File: src/rtl/gen_gamma_pkg.sv
// Shared definitions for the gamma decode path: default word width,
// decoder FSM states and the consistency check on a raw difference.
package gen_gamma_pkg;

    localparam int SIZE_DEF = 8;

    typedef enum logic [1:0] {
        COLLECT = 2'd0,
        CALC    = 2'd1,
        HOLD    = 2'd2
    } dec_state_t;

    // diff_hi holds the two top bits of the (SIZE+2)-bit difference md - nk:
    // bit 1 is the borrow (md < nk), bit 0 is set when the result needs
    // more than SIZE bits. Either one makes the pair inconsistent.
    function automatic logic gamma_check(input logic [1:0] diff_hi);
        return diff_hi[1] | diff_hi[0];
    endfunction

endpackage

File: src/rtl/gamma_subtractor.sv
// Combinational inverse of the coder adder: md - nk evaluated exactly over
// SIZE+2 bits, split into the truncated word and its two status bits.
module gamma_subtractor #(
    parameter int SIZE = 8
) (
    input  logic [SIZE:0]   md_i,
    input  logic [SIZE-1:0] nk_i,
    output logic [SIZE-1:0] diff_o,
    output logic            borrow_o,
    output logic            overflow_o
);

    logic [SIZE+1:0] full_diff;

    // Zero-extend both operands so the borrow lands in the top bit.
    always_comb begin
        full_diff  = {1'b0, md_i} - {2'b00, nk_i};
        diff_o     = full_diff[SIZE-1:0];
        borrow_o   = full_diff[SIZE+1];
        overflow_o = full_diff[SIZE];
    end

endmodule

File: src/rtl/gen_gamma_reg.sv
// Generic load-enable storage register with asynchronous clear.
module gen_gamma_reg #(
    parameter int          W       = 8,
    parameter logic [W-1:0] RST_VAL = '0
) (
    input  logic         clk,
    input  logic         rst,
    input  logic         set_i,
    input  logic [W-1:0] d_i,
    output logic [W-1:0] q_o
);

    logic [W-1:0] data_q;

    // Load d_i whenever set_i is high, otherwise keep the stored value.
    always_ff @(posedge clk or posedge rst) begin
        if (rst) begin
            data_q <= RST_VAL;
        end else if (set_i) begin
            data_q <= d_i;
        end
    end

    assign q_o = data_q;

endmodule

File: src/rtl/gen_gamma_decoder.sv
// Receive side of the gamma path: collects a noise key and a mixed word on
// independent valid/ready channels, subtracts them, and presents the
// recovered word on a held valid/ready output with an error flag and a
// saturating count of accepted inconsistent pairs.
module gen_gamma_decoder
    import gen_gamma_pkg::*;
#(
    parameter int SIZE  = SIZE_DEF,
    parameter int CNT_W = 8
) (
    input  logic             clk,
    input  logic             rst,
    input  logic             nk_valid,
    output logic             nk_ready,
    input  logic [SIZE-1:0]  nk,
    input  logic             md_valid,
    output logic             md_ready,
    input  logic [SIZE:0]    md,
    output logic             od_valid,
    input  logic             od_ready,
    output logic [SIZE-1:0]  od,
    output logic             od_err,
    output logic [CNT_W-1:0] err_cnt
);

    dec_state_t       state_q, state_d;
    logic             have_nk_q, have_nk_d;
    logic             have_md_q, have_md_d;
    logic             od_valid_q, od_valid_d;
    logic [CNT_W-1:0] err_cnt_q, err_cnt_d;

    logic [SIZE-1:0]  nk_q;
    logic [SIZE:0]    md_q;
    logic [SIZE-1:0]  od_q;
    logic             od_err_q;

    logic [SIZE-1:0]  sub_diff;
    logic             sub_borrow;
    logic             sub_overflow;
    logic             calc_err;

    logic             nk_fire;
    logic             md_fire;
    logic             od_fire;
    logic             calc_en;

    // Readies come only from registered state so they never depend on the
    // same-cycle valid; a captured operand blocks its channel until the
    // result has been handed off.
    assign nk_ready = (state_q == COLLECT) && !have_nk_q;
    assign md_ready = (state_q == COLLECT) && !have_md_q;
    assign nk_fire  = nk_valid && nk_ready;
    assign md_fire  = md_valid && md_ready;
    assign od_fire  = od_valid_q && od_ready;
    assign calc_en  = (state_q == CALC);

    gen_gamma_reg #(.W(SIZE)) u_nk_reg (
        .clk   (clk),
        .rst   (rst),
        .set_i (nk_fire),
        .d_i   (nk),
        .q_o   (nk_q)
    );

    gen_gamma_reg #(.W(SIZE + 1)) u_md_reg (
        .clk   (clk),
        .rst   (rst),
        .set_i (md_fire),
        .d_i   (md),
        .q_o   (md_q)
    );

    gamma_subtractor #(.SIZE(SIZE)) u_sub (
        .md_i       (md_q),
        .nk_i       (nk_q),
        .diff_o     (sub_diff),
        .borrow_o   (sub_borrow),
        .overflow_o (sub_overflow)
    );

    assign calc_err = gamma_check({sub_borrow, sub_overflow});

    // The result registers load only in CALC, so od keeps its last value
    // through HOLD and after the handshake.
    gen_gamma_reg #(.W(SIZE)) u_od_reg (
        .clk   (clk),
        .rst   (rst),
        .set_i (calc_en),
        .d_i   (sub_diff),
        .q_o   (od_q)
    );

    gen_gamma_reg #(.W(1)) u_od_err_reg (
        .clk   (clk),
        .rst   (rst),
        .set_i (calc_en),
        .d_i   (calc_err),
        .q_o   (od_err_q)
    );

    // Control state register.
    always_ff @(posedge clk or posedge rst) begin
        if (rst) begin
            state_q    <= COLLECT;
            have_nk_q  <= 1'b0;
            have_md_q  <= 1'b0;
            od_valid_q <= 1'b0;
            err_cnt_q  <= '0;
        end else begin
            state_q    <= state_d;
            have_nk_q  <= have_nk_d;
            have_md_q  <= have_md_d;
            od_valid_q <= od_valid_d;
            err_cnt_q  <= err_cnt_d;
        end
    end

    // Next-state logic: gather both operands, spend one cycle computing,
    // then hold the result until the consumer takes it.
    always_comb begin
        state_d    = state_q;
        have_nk_d  = have_nk_q;
        have_md_d  = have_md_q;
        od_valid_d = od_valid_q;
        err_cnt_d  = err_cnt_q;

        case (state_q)
            COLLECT: begin
                have_nk_d = have_nk_q | nk_fire;
                have_md_d = have_md_q | md_fire;
                // Both flags registered: the pair is complete, compute next.
                if (have_nk_q && have_md_q) begin
                    state_d = CALC;
                end
            end
            CALC: begin
                od_valid_d = 1'b1;
                have_nk_d  = 1'b0;
                have_md_d  = 1'b0;
                state_d    = HOLD;
            end
            HOLD: begin
                if (od_fire) begin
                    od_valid_d = 1'b0;
                    if (od_err_q && (err_cnt_q != {CNT_W{1'b1}})) begin
                        err_cnt_d = err_cnt_q + CNT_W'(1);
                    end
                    state_d = COLLECT;
                end
            end
            default: begin
                state_d = COLLECT;
            end
        endcase
    end

    assign od_valid = od_valid_q;
    assign od       = od_q;
    assign od_err   = od_err_q;
    assign err_cnt  = err_cnt_q;

endmodule

File: config.mk
export PLATFORM = sky130hd
export DESIGN_NAME = gen_gamma_decoder
export DESIGN_NICKNAME = d
export VERILOG_FILES = /design/src/rtl/gen_gamma_pkg.sv /design/src/rtl/gamma_subtractor.sv /design/src/rtl/gen_gamma_reg.sv /design/src/rtl/gen_gamma_decoder.sv
export SDC_FILE = /design/constraint.sdc
export NUM_CORES = 1
export LEC_CHECK = 0
export BUFFER_PORTS_ARGS = -buffer_cell sky130_fd_sc_hd__buf_2
export CAP_MARGIN = 0
export CORE_MARGIN = 5
export CORE_UTILIZATION = 35
export CTS_CLUSTER_SIZE = 20
export DETAILED_ROUTE_END_ITERATION = 12
export PLACE_DENSITY = 0.6
export SYNTH_ARGS = -nofsm -noshare
export SYNTH_HDL_FRONTEND = slang
export SYNTH_SLANG_ARGS = --single-unit
export TNS_END_PERCENT = 30
File: constraint.sdc
create_clock -name clk -period 1.9 [get_ports clk]
set_input_delay 0.285 -clock clk [delete_from_list [all_inputs] [get_ports clk]]
set_output_delay 0.285 -clock clk [all_outputs]
set_load 0.005 [all_outputs]
==> summary.txt <==
GRT
  – Initial antenna violation count: 0
  – Global route overflow: 0
  – Global-route wire length before repair: 6.734 mm
  – Largest net degree at the start of global routing: 40
  – Vias in the first global route: 1,446
  – Tot GR Track Use: 12.01%

Die
  – Die Height: 83.86 µm
  – Die W: 83.86 µm
  – I/O pin count: 42
  – Num rows: 26
  – Starting Density: 36.68%
  – Total die area: 0.007033 mm²
  – Core Box Area: 0.005205 mm²

Yosys
  – Yosys reg bits: 39
  – Post-synth net total: 216
  – Largest family of logic cells by synthesized area: simple AND/OR/NAND/NOR gates
  – Syn_area_per_cell: 10.38 µm²
  – Adder-Cell Fraction of Synth Area: 6.946%
  – Async SR Flop Fraction: 100.0%
  – Synth Area in Compound Gates: 13.30%
  – Synth top area share: 51.11%
  – Primary FF master, synth: dfrtp_1
  – Post-Synth Simple-Gate Area: 14.88%
  – Ys Warns: 0
  – Mux share of post-synthesis cell area: 5.308%
  – Synth area leaders: dfrtp_1, ha_1, mux2_2, nand2_1, o21ai_0
  – Post-synth EDFFs: 0
  – Most numerous cell in the Yosys netlist: dfrtp_1
  – Synth unique cells: 35
  – Yosys top cell by area: dfrtp_1
  – Sequential element share of the synthesized area: 51.11%
  – Post-synth top cells: dfrtp_1, nand2_1, o21ai_0
  – Cell Area, Synth: 0.001909 mm²
  – Cells after synthesis: 184
  – Xor-xnor portion of the synthesized cell area: 4.128%

Setup path
  – Critical path cell sequence: ha_1 > nor2b_2 > o31a_1 > o21a_1 > o21a_1 > o31ai_1
  – Worst path slowest cell: dfrtp_1
  – Worst Path Arrival: 2.01 ns
  – R2R cell count: 6
  – CP endpoint kind: flop
  – R2R Path End: u_od_reg.q_o[6]
  – Reg2reg start: u_md_reg.q_o[2]
  – Critical path class: reg -> reg
  – CP required: 2.10 ns
  – Flop2flop setup slack: 0.08 ns
  – Startpoint types: flop
  – Most frequent CP cell: o21a_1
  – CP Max Fanout: 4
  – Cell family with most CP delay: compound AO/OA/AOI/OAI gates
  – Max stage delay on crit path: 0.40 ns
  – Bufs and invs on worst path: 0

Clock tree
  – Reg clk slew, reported paths: 0.07 ns
  – H-tree depth: 2
  – TritonCTS clock tree: built
  – Clk sinks: 39
  – Num CTS Buffers: 5
  – Skew-Pair Late Insertion Delay: 0.29 ns
  – Clock buffer depth: 2
  – Root buffer cell: clkbuf_8

Routing
  – Drt pass-1 iters: 4
  – Drt drc: 0
  – Via/cell ratio: 4.656
  – Routed vias: 1,406
  – Routed len/inst: 12.78 µm
  – Initial DRC count: 60
  – WL final: 3.859 mm
  – ANT nets after route: 0

Hold path
  – Worst Hold Class: in -> async

Layout
  – Fillers: 549
  – Nets@finish: 263
  – ANT cells: 0
  – Core Util, Final: 44.45%
  – Final Instance Area: 0.002313 mm²
  – Post-route insts no fill: 302
  – Area grow syn2layout: 21.17%
  – Share of layout cells above drive strength 1: 28.88%

Timing
  – Slew Limit Fails: 0
  – Least-Margin Pin Slew: 0.4944 ns
  – Setup_tns: 0 ns
  – Period utilisation layout: 95.58%
  – Hold slack: 0.1049 ns
  – Rel. slew slack: 67.04%
  – Min Tclk post-route: 1.816 ns
  – Post-layout worst setup margin: 0.08398 ns
  – FMAX: 550.7 MHz
  – Clock skew: 0.003983 ns
  – Final hold vios: 0
  – Final setup fails: 0

Power and ir drop
  – PwrDens: 1632 mW/mm²
  – Worst vdd ir: 0.6867 mV
  – Design Power: 3.775 mW
  – Leak: 1.152 nW

Run status
  – Run status: finished, final reports clean

Place
  – Placed instance count: 293
  – Port Buffer Count: 41
  – Hpwl dp: 2.923 mm
  – Pre-CTS setup slack: -0.01225 ns
  – Routability Congestion: 0.7941
  – Area after DPL: 0.002198 mm²

Job
  – Max_cap viols: 0
-- power breakdown --
part	total, mW	internal (mW)	switching, mW
registers	1.39	1.17	0.216
clock network	0.529	0.257	0.271
logic	1.86	0.902	0.956
-- timing repair --
| action | in CTS | in global routing |
|---|---|---|
| setup endpoints to repair | 1 | 3 |
| pin swaps | 1 | 2 |
| hold buffers | 0 | 0 |
| setup buffers | 1 | 0 |
| resized for setup | 1 | 6 |
| endpoints found under the hold margin | 0 | 0 |
-- flip-flops by register name (all words and copies together) (netlist names) --
name	flops
have_nk_q	1
u_md_reg.q_o	9
err_cnt	8
u_od_reg.q_o	8
have_md_q	1
u_nk_reg.q_o	8
state_q	2
od_valid	1
u_od_err_reg.q_o	1
-- how the worst max path moves through the flow --
| stage | from | to | slack, ns | cells past startpoint |
|---|---|---|---|---|
| 4_1_cts | u_nk_reg.q_o[0] | u_od_err_reg.q_o | 0.02 | 7 |
| 3_3_place_gp | u_nk_reg.q_o[0] | u_od_err_reg.q_o | 0.09 | 7 |
| 2_1_floorplan | u_nk_reg.q_o[0] | u_od_err_reg.q_o | 0.17 | 7 |
| 3_5_place_dp | u_nk_reg.q_o[0] | u_od_err_reg.q_o | -0.01 | 7 |
| 5_1_grt | u_md_reg.q_o[0] | u_od_reg.q_o[6] | -0.0009 | 8 |
| 6_report | u_md_reg.q_o[2] | u_od_reg.q_o[6] | 0.08 | 6 |
-- final cells by class --
class	count	area (µm²)	area share, %
multi-input combinational	126	877.1	37.91
inverter	13	48.80	2.109
sequential	39	975.9	42.18
clock buffer	7	76.32	3.299
timing repair buffer	46	242.7	10.49
clock inverter	1	5.005	0.2163
tap	70	87.58	3.786
-- per-layer routing --
layer / share of wire [%] / global-route usage, % / vias up
li1: - / - / 720
met1: 51 / 16.49 / 651
met2: 43 / 17.14 / 30
met3: 4.0 / 3.751 / 5
met4: 1.9 / 5.556 / 0
met5: 0 / 0 / -
-- cell usage in the layout, fill, tap and decap left out, types with 3 or more instances in the layout --
cell,synthesis,layout
o21ai_0,16,15
o31ai_1,3,3
nor2_1,11,11
xor2_1,8,8
inv_1,13,13
buf_2,3,41
o21a_1,3,3
a21oi_1,5,5
nor3_1,6,6
clkbuf_8,0,5
nor3b_1,3,3
nand2_1,25,25
dfrtp_1,39,39
ha_1,9,8
nand2b_1,3,3
buf_4,0,5
mux2_2,9,9
-- worst register-to-register path: cells and delay by family, from the launching register on --
kind	cells	cell delay, ns
simple gates	1	0.18
compound gates	4	0.82
flops	1	0.40
fa+ha+maj	1	0.34
-- cell families (layout without fill, tap and decap cells) --
family / count (synthesis) / count (layout)
multiplexers: 9 / 9
AND/OR/NAND/NOR: 58 / 58
flip-flops: 39 / 39
XOR/XNOR: 9 / 9
AO/OA/AOI/OAI: 40 / 40
adder cells (fa/ha/maj): 10 / 10
buffers and inverters: 19 / 67
(Power assumes the default switching activity.)
